$ cat src/rtl/operand_sequencer.sv
// Collects two operands from the slide switches on debounced button presses and
// presents them as a valid/ready pair to a downstream subtractor.
module operand_sequencer #(
  parameter int WIDTH           = 8,
  parameter int DEBOUNCE_CYCLES = 16
) (
  input  logic             clk,
  input  logic             reset,
  input  logic [WIDTH-1:0] sw,
  input  logic             btn_load,
  output logic [WIDTH-1:0] op_a,
  output logic [WIDTH-1:0] op_b,
  output logic             op_valid,
  input  logic             op_ready,
  output logic [1:0]       state_led
);

  localparam int CNT_W = $clog2(DEBOUNCE_CYCLES);
  localparam logic [CNT_W-1:0] CNT_MAX = CNT_W'(DEBOUNCE_CYCLES - 1);

  typedef enum logic [1:0] {
    LOAD_A  = 2'b01,
    LOAD_B  = 2'b10,
    PRESENT = 2'b11
  } state_t;

  state_t           state, state_nxt;
  logic             meta, sync;
  logic             deb, deb_d, press;
  logic [CNT_W-1:0] cnt;

  // Stage 1: two-flop synchronizer for the asynchronous button
  always_ff @(posedge clk) begin
    if (reset) begin
      meta <= 1'b0;
      sync <= 1'b0;
    end else begin
      meta <= btn_load;
      sync <= meta;
    end
  end

  // Stage 2: debounce -- level changes only after DEBOUNCE_CYCLES disagreeing edges
  always_ff @(posedge clk) begin
    if (reset) begin
      deb <= 1'b0;
      cnt <= '0;
    end else if (sync == deb) begin
      cnt <= '0;
    end else if (cnt == CNT_MAX) begin
      deb <= sync;
      cnt <= '0;
    end else begin
      cnt <= cnt + CNT_W'(1);
    end
  end

  // Stage 3: single-cycle pulse on the rising debounced level only
  always_ff @(posedge clk) begin
    if (reset) begin
      deb_d <= 1'b0;
      press <= 1'b0;
    end else begin
      deb_d <= deb;
      press <= deb & ~deb_d;
    end
  end

  always_ff @(posedge clk) begin
    if (reset) state <= LOAD_A;
    else       state <= state_nxt;
  end

  // A press in PRESENT is dropped; the transfer takes priority.
  always_comb begin
    state_nxt = state;
    case (state)
      LOAD_A:  if (press)    state_nxt = LOAD_B;
      LOAD_B:  if (press)    state_nxt = PRESENT;
      PRESENT: if (op_ready) state_nxt = LOAD_A;
      default:               state_nxt = LOAD_A;
    endcase
  end

  always_comb begin
    state_led = state;
    op_valid  = (state == PRESENT);
  end

  // Operands are captured from sw at the consuming edge and held across transfers
  always_ff @(posedge clk) begin
    if (reset) begin
      op_a <= '0;
      op_b <= '0;
    end else begin
      if (state == LOAD_A && press) op_a <= sw;
      if (state == LOAD_B && press) op_b <= sw;
    end
  end

endmodule

$ cat config.mk
export PLATFORM = sky130hd
export DESIGN_NAME = operand_sequencer
export DESIGN_NICKNAME = d
export VERILOG_FILES = /design/src/rtl/operand_sequencer.sv
export SDC_FILE = /design/constraint.sdc
export NUM_CORES = 1
export LEC_CHECK = 0
export CORE_MARGIN = 4
export CORE_UTILIZATION = 45
export DETAILED_ROUTE_END_ITERATION = 10
export PLACE_DENSITY_LB_ADDON = 0.3
export SYNTH_ARGS = -nofsm -noshare
export SYNTH_HDL_FRONTEND = slang
export SYNTH_SLANG_ARGS = --single-unit
$ cat constraint.sdc
create_clock -name clk -period 1.5 [get_ports clk]
set_input_delay 0.3 -clock clk [delete_from_list [all_inputs] [get_ports clk]]
set_output_delay 0.3 -clock clk [all_outputs]
set_load 0.03 [all_outputs]
Word-level counts from Yosys, hierarchy flattened
Cells that the tools add are included.
- register bits after elaboration: 27
- input bits: 12
- output and inout bits: 19
- $add $sub $neg: 1
- eq/ne operators: 8
- mux-type cells: 4
- bitwise operators: 3
- reduce and logical (&&, ||, !) cells: 5
- operators with widths (kind ; count):
    2-bit two-way mux ; 3
    2-bit one-hot mux with 3 select lines ; 1
    4-bit by 1-bit adder with 4-bit output, second input constant ; 1
    2-bit equality test, second input constant ; 2
    4-bit equality test, second input constant ; 1
    2-bit != test, second input constant ; 2
    3-bit AND reduction ; 1
    3-bit OR reduction ; 1
    2-bit by 1-bit equality test with 1-bit output, second input constant ; 1
    1-bit logical AND ; 2
    2-bit by 1-bit != test with 1-bit output, second input constant ; 1
    1-bit inverter ; 2
    2-bit AND reduction ; 1
    1-bit AND ; 1
    1-bit equality test ; 1

Longest topological paths before layout
- depth after elaboration: 3
- depth in mapped cells: 6
- mapped depth without buffers: 5

Least setup slack after synthesis
No wires, ideal clock.
- path type: reg-to-reg
- from: register state[1], in the netlist state_led[1]
- to: register state[0], in the netlist state_led[0]
- setup time: 0.120 ns
- data arrival time: 1.365 ns
- data required time: 1.380 ns
- setup slack: 0.016 ns
- cell stages (with the launch flop): 4
- path buffers: 0
- path through: dfxtp_1 ha_1 nand2b_1 a211o_1
- word-level cells in the longest chain between the ends: 3
- RTL lines (what ; RTL line ; RTL):
    from (decl) ; 27 ; state_t state, state_nxt;
    from (signal assigned) ; 71 ; else state <= state_nxt;
    2-bit equality test * ; n/a ;
    named net op_valid ; 13 ; output logic op_valid,
    2-bit by 1-bit != test with 1-bit output (no line) ; n/a ;
    3-bit AND reduction (no line) ; n/a ;
Mark *: on every way through the listed nets, which the timed path passes. The rest lies on a longest branch.
A chain may end at the register's enable or synchronous reset.

Final worst setup path
- from: register state[0], in the netlist state_led[0]
- to: output state_led[0]
- RTL lines (what ; RTL line ; RTL):
    to (decl) ; 15 ; output logic [1:0] state_led
No word-level cell between the ends.

==> results.py <==
metrics = {
    "global_routing": {
        "grt_pass1_vias": 865,
        "use_met2_pct": 26.0,
        "grt_pass1_wl_um": 3770,
        "track_usage_pct": 15.0,
        "met1_usage_pct": 17.2,
        "busiest_layer": "met2",
        "antenna_found_initial": 0,
        "grt_remaining_overflow": 0,
        "grt_start_max_net_pins": 23,
        "gr-usage-met3_pct": 3.50,
    },
    "synthesis": {
        "synth_compound_area_share_pct": 11.8,
        "synthAdderAreaFrac_pct": 4.93,
        "syn_inst": 114,
        "synth_area_um2": 1010,
        "synth_xor_area_share_pct": 2.59,
        "synth-seq-cells": 27,
        "synthMuxAreaShare_pct": 0.986,
        "synth.avg_cell_area_um2": 8.90,
        "ys_seq_area_share_pct": 53.3,
        "yosys_warnings": 0,
        "yosys.area_share.simple_pct": 22.2,
        "syn_nets": 130,
        "yosysUniqueCellTypes": 19,
        "synth_top_family_by_area": "simple AND/OR/NAND/NOR gates",
    },
    "hold_path": {
        "min_path_type": "flip-flop to flip-flop",
    },
    "timing": {
        "worst_slack_ps": 49.8,
        "fin_worst_skew_ps": 4.82,
        "rsz0062_at_grt": "false",
        "timing.final.hold_violations": 0,
        "fin_crit_ps": 1450,
        "whs_ps": 400,
        "finalCritPeriodShare_pct": 96.7,
        "final-max-slew-violation-count": 0,
        "worst_pin_slew_ps": 332,
        "finalSetupViolCount": 0,
        "fin_tns_setup_ps": 0,
        "relSlewSlack_pct": 77.8,
        "max_freq_mhz": 690,
    },
    "setup_path": {
        "worstPathBufferInverterCount": 1,
        "crit_type": "flip-flop to primary output",
        "cpMaxStageDelayCell": "dlygate4sd2_1",
        "cp_max_fo": 4,
        "start_kind": "flip-flop",
        "path_cells": "dlygate4sd2_1",
        "arrival_ps": 1150,
        "cp_top_family": "buffers and inverters",
        "worst-endpoint-required_ps": 1200,
        "critPathMaxStageDelay_ps": 430,
        "endpoint_kind": "primary output",
    },
    "finish": {
        "drive_gt1_share_pct": 8.22,
        "final_cell_mix": "27 x dfxtp_1, 19 x a21oi_1, 18 x nand2_1",
        "fin_area_um2": 1370,
        "final_common_cell": "dfxtp_1",
        "final_util_pct": 66.9,
        "fin_nets": 163,
        "antennaDiodeCount": 0,
        "area_growth_pct": 34.5,
        "layout.cells.non_filler": 173,
    },
    "clocking": {
        "cts_setup_buffers": 0,
        "clock_sinks": 27,
        "cts_buffers": 3,
        "clock-root-buffer": "clkbuf_4",
        "clkTransAtPathRegs_ps": 140,
        "clkLatencyLatePin_ps": 310,
        "htreeDepth": 1,
        "cts_buffer_depth": 2,
        "cts_tree": "built",
    },
    "placement": {
        "routabilityCongestion": 0.777,
        "placed_area_um2": 1360,
        "dp.cells": 169,
        "place_ws_ps": 90.4,
        "dp.final_hpwl_um": 1690,
        "io_buffers": 30,
    },
    "detailed_routing": {
        "drc": 0,
        "wl_per_cell_um": 12.7,
        "drt_first_iter_violations": 30,
        "routed_via_density": 5.05,
        "num_vias": 874,
        "wirelength_um": 2200,
        "ant_nets": 0,
        "first_pass_iters": 4,
    },
    "die": {
        "core-area_um2": 2040,
        "die_h_um": 55.5,
        "fp.dieW_um": 55.5,
        "die-area_um2": 3080,
        "num_io_pins": 31,
        "initial_utilization_pct": 49.7,
        "num_rows": 16,
    },
    "pwr": {
        "p_leak_nw": 0.562,
        "power_mw": 1.16,
        "peakVddDrop_uv": 519,
        "power.density_nw_per_um2": 852,
    },
    "status": {
        "status": "complete, no violations",
    },
    "job": {
        "maxCapViolations": 0,
    },
}
synthesized netlist by cell type:
cell type | count | area share [%]
ha_1 | 4 | 4.9
o21bai_1 | 1 | 0.74
nor2_1 | 5 | 1.8
clkbuf_1 | 2 | 0.74
a21oi_1 | 19 | 9.4
nor2b_1 | 4 | 2.5
or3_4 | 1 | 1.1
xnor2_1 | 2 | 1.7
nand3_1 | 17 | 8.4
nand2b_1 | 1 | 0.62
nand2_1 | 18 | 6.7
inv_1 | 4 | 1.5
and3_4 | 1 | 1.1
a311oi_1 | 1 | 0.86
dfxtp_1 | 27 | 53
mux2i_1 | 1 | 0.99
buf_2 | 4 | 2.0
xor2_1 | 1 | 0.86
a211o_1 | 1 | 0.86
flip-flops by register name, summed over array words and instances, names as in the netlist:
signal,count
cnt,4
deb,1
deb_d,1
meta,1
op_a,8
op_b,8
press,1
state_led,2
sync,1
repair_timing:
action                                  CTS  global route
hold buffers                              0             0
endpoints found under the setup margin   18             1
gates resized for setup                  18             2
final timing paths:
path | start | cells past startpoint | slack, ps | endpoint
hold reg to reg | deb_d$_SDFF_PP0_ | 1 | 400 | press$_SDFF_PP0_
setup / recovery | state_led[0]$_SDFFE_PP1P_ | 1 | 50 | state_led[0]
hold / removal | deb_d$_SDFF_PP0_ | 1 | 400 | press$_SDFF_PP0_
setup reg to reg | state_led[0]$_SDFFE_PP1P_ | 5 | 140 | state_led[1]$_SDFFE_PP0P_
power by group:
part | switching [mW] | internal (mW)
sequential | 0.00715 | 0.725
combinational | 0.0643 | 0.0592
clock | 0.206 | 0.102
routing by layer:
| metal | share of wire [%] | vias to the layer above |
|---|---|---|
| li1 | - | 446 |
| met1 | 44 | 396 |
| met2 | 49 | 30 |
| met3 | 6.2 | 2 |
| met4 | 0.82 | 0 |
| met5 | 0 | - |
kinds of logic after synthesis:
| kind of cell | after synthesis |
|---|---|
| fa+ha+maj | 4 |
| mux | 1 |
| buf+inv | 10 |
| simple gates | 47 |
| flops | 27 |
| xor+xnor | 3 |
| compound gates | 22 |
cell type report:
class / instances / area [um2]
multi-input cells: 77 / 432
fillers: 185 / 677
flip-flops and latches: 27 / 541
clock buffers: 3 / 22.5
repair buffers: 34 / 314
well taps: 27 / 33.8
clock inverters: 1 / 7.51
inverters: 4 / 15.0
Power figures use the tool's default switching activity.
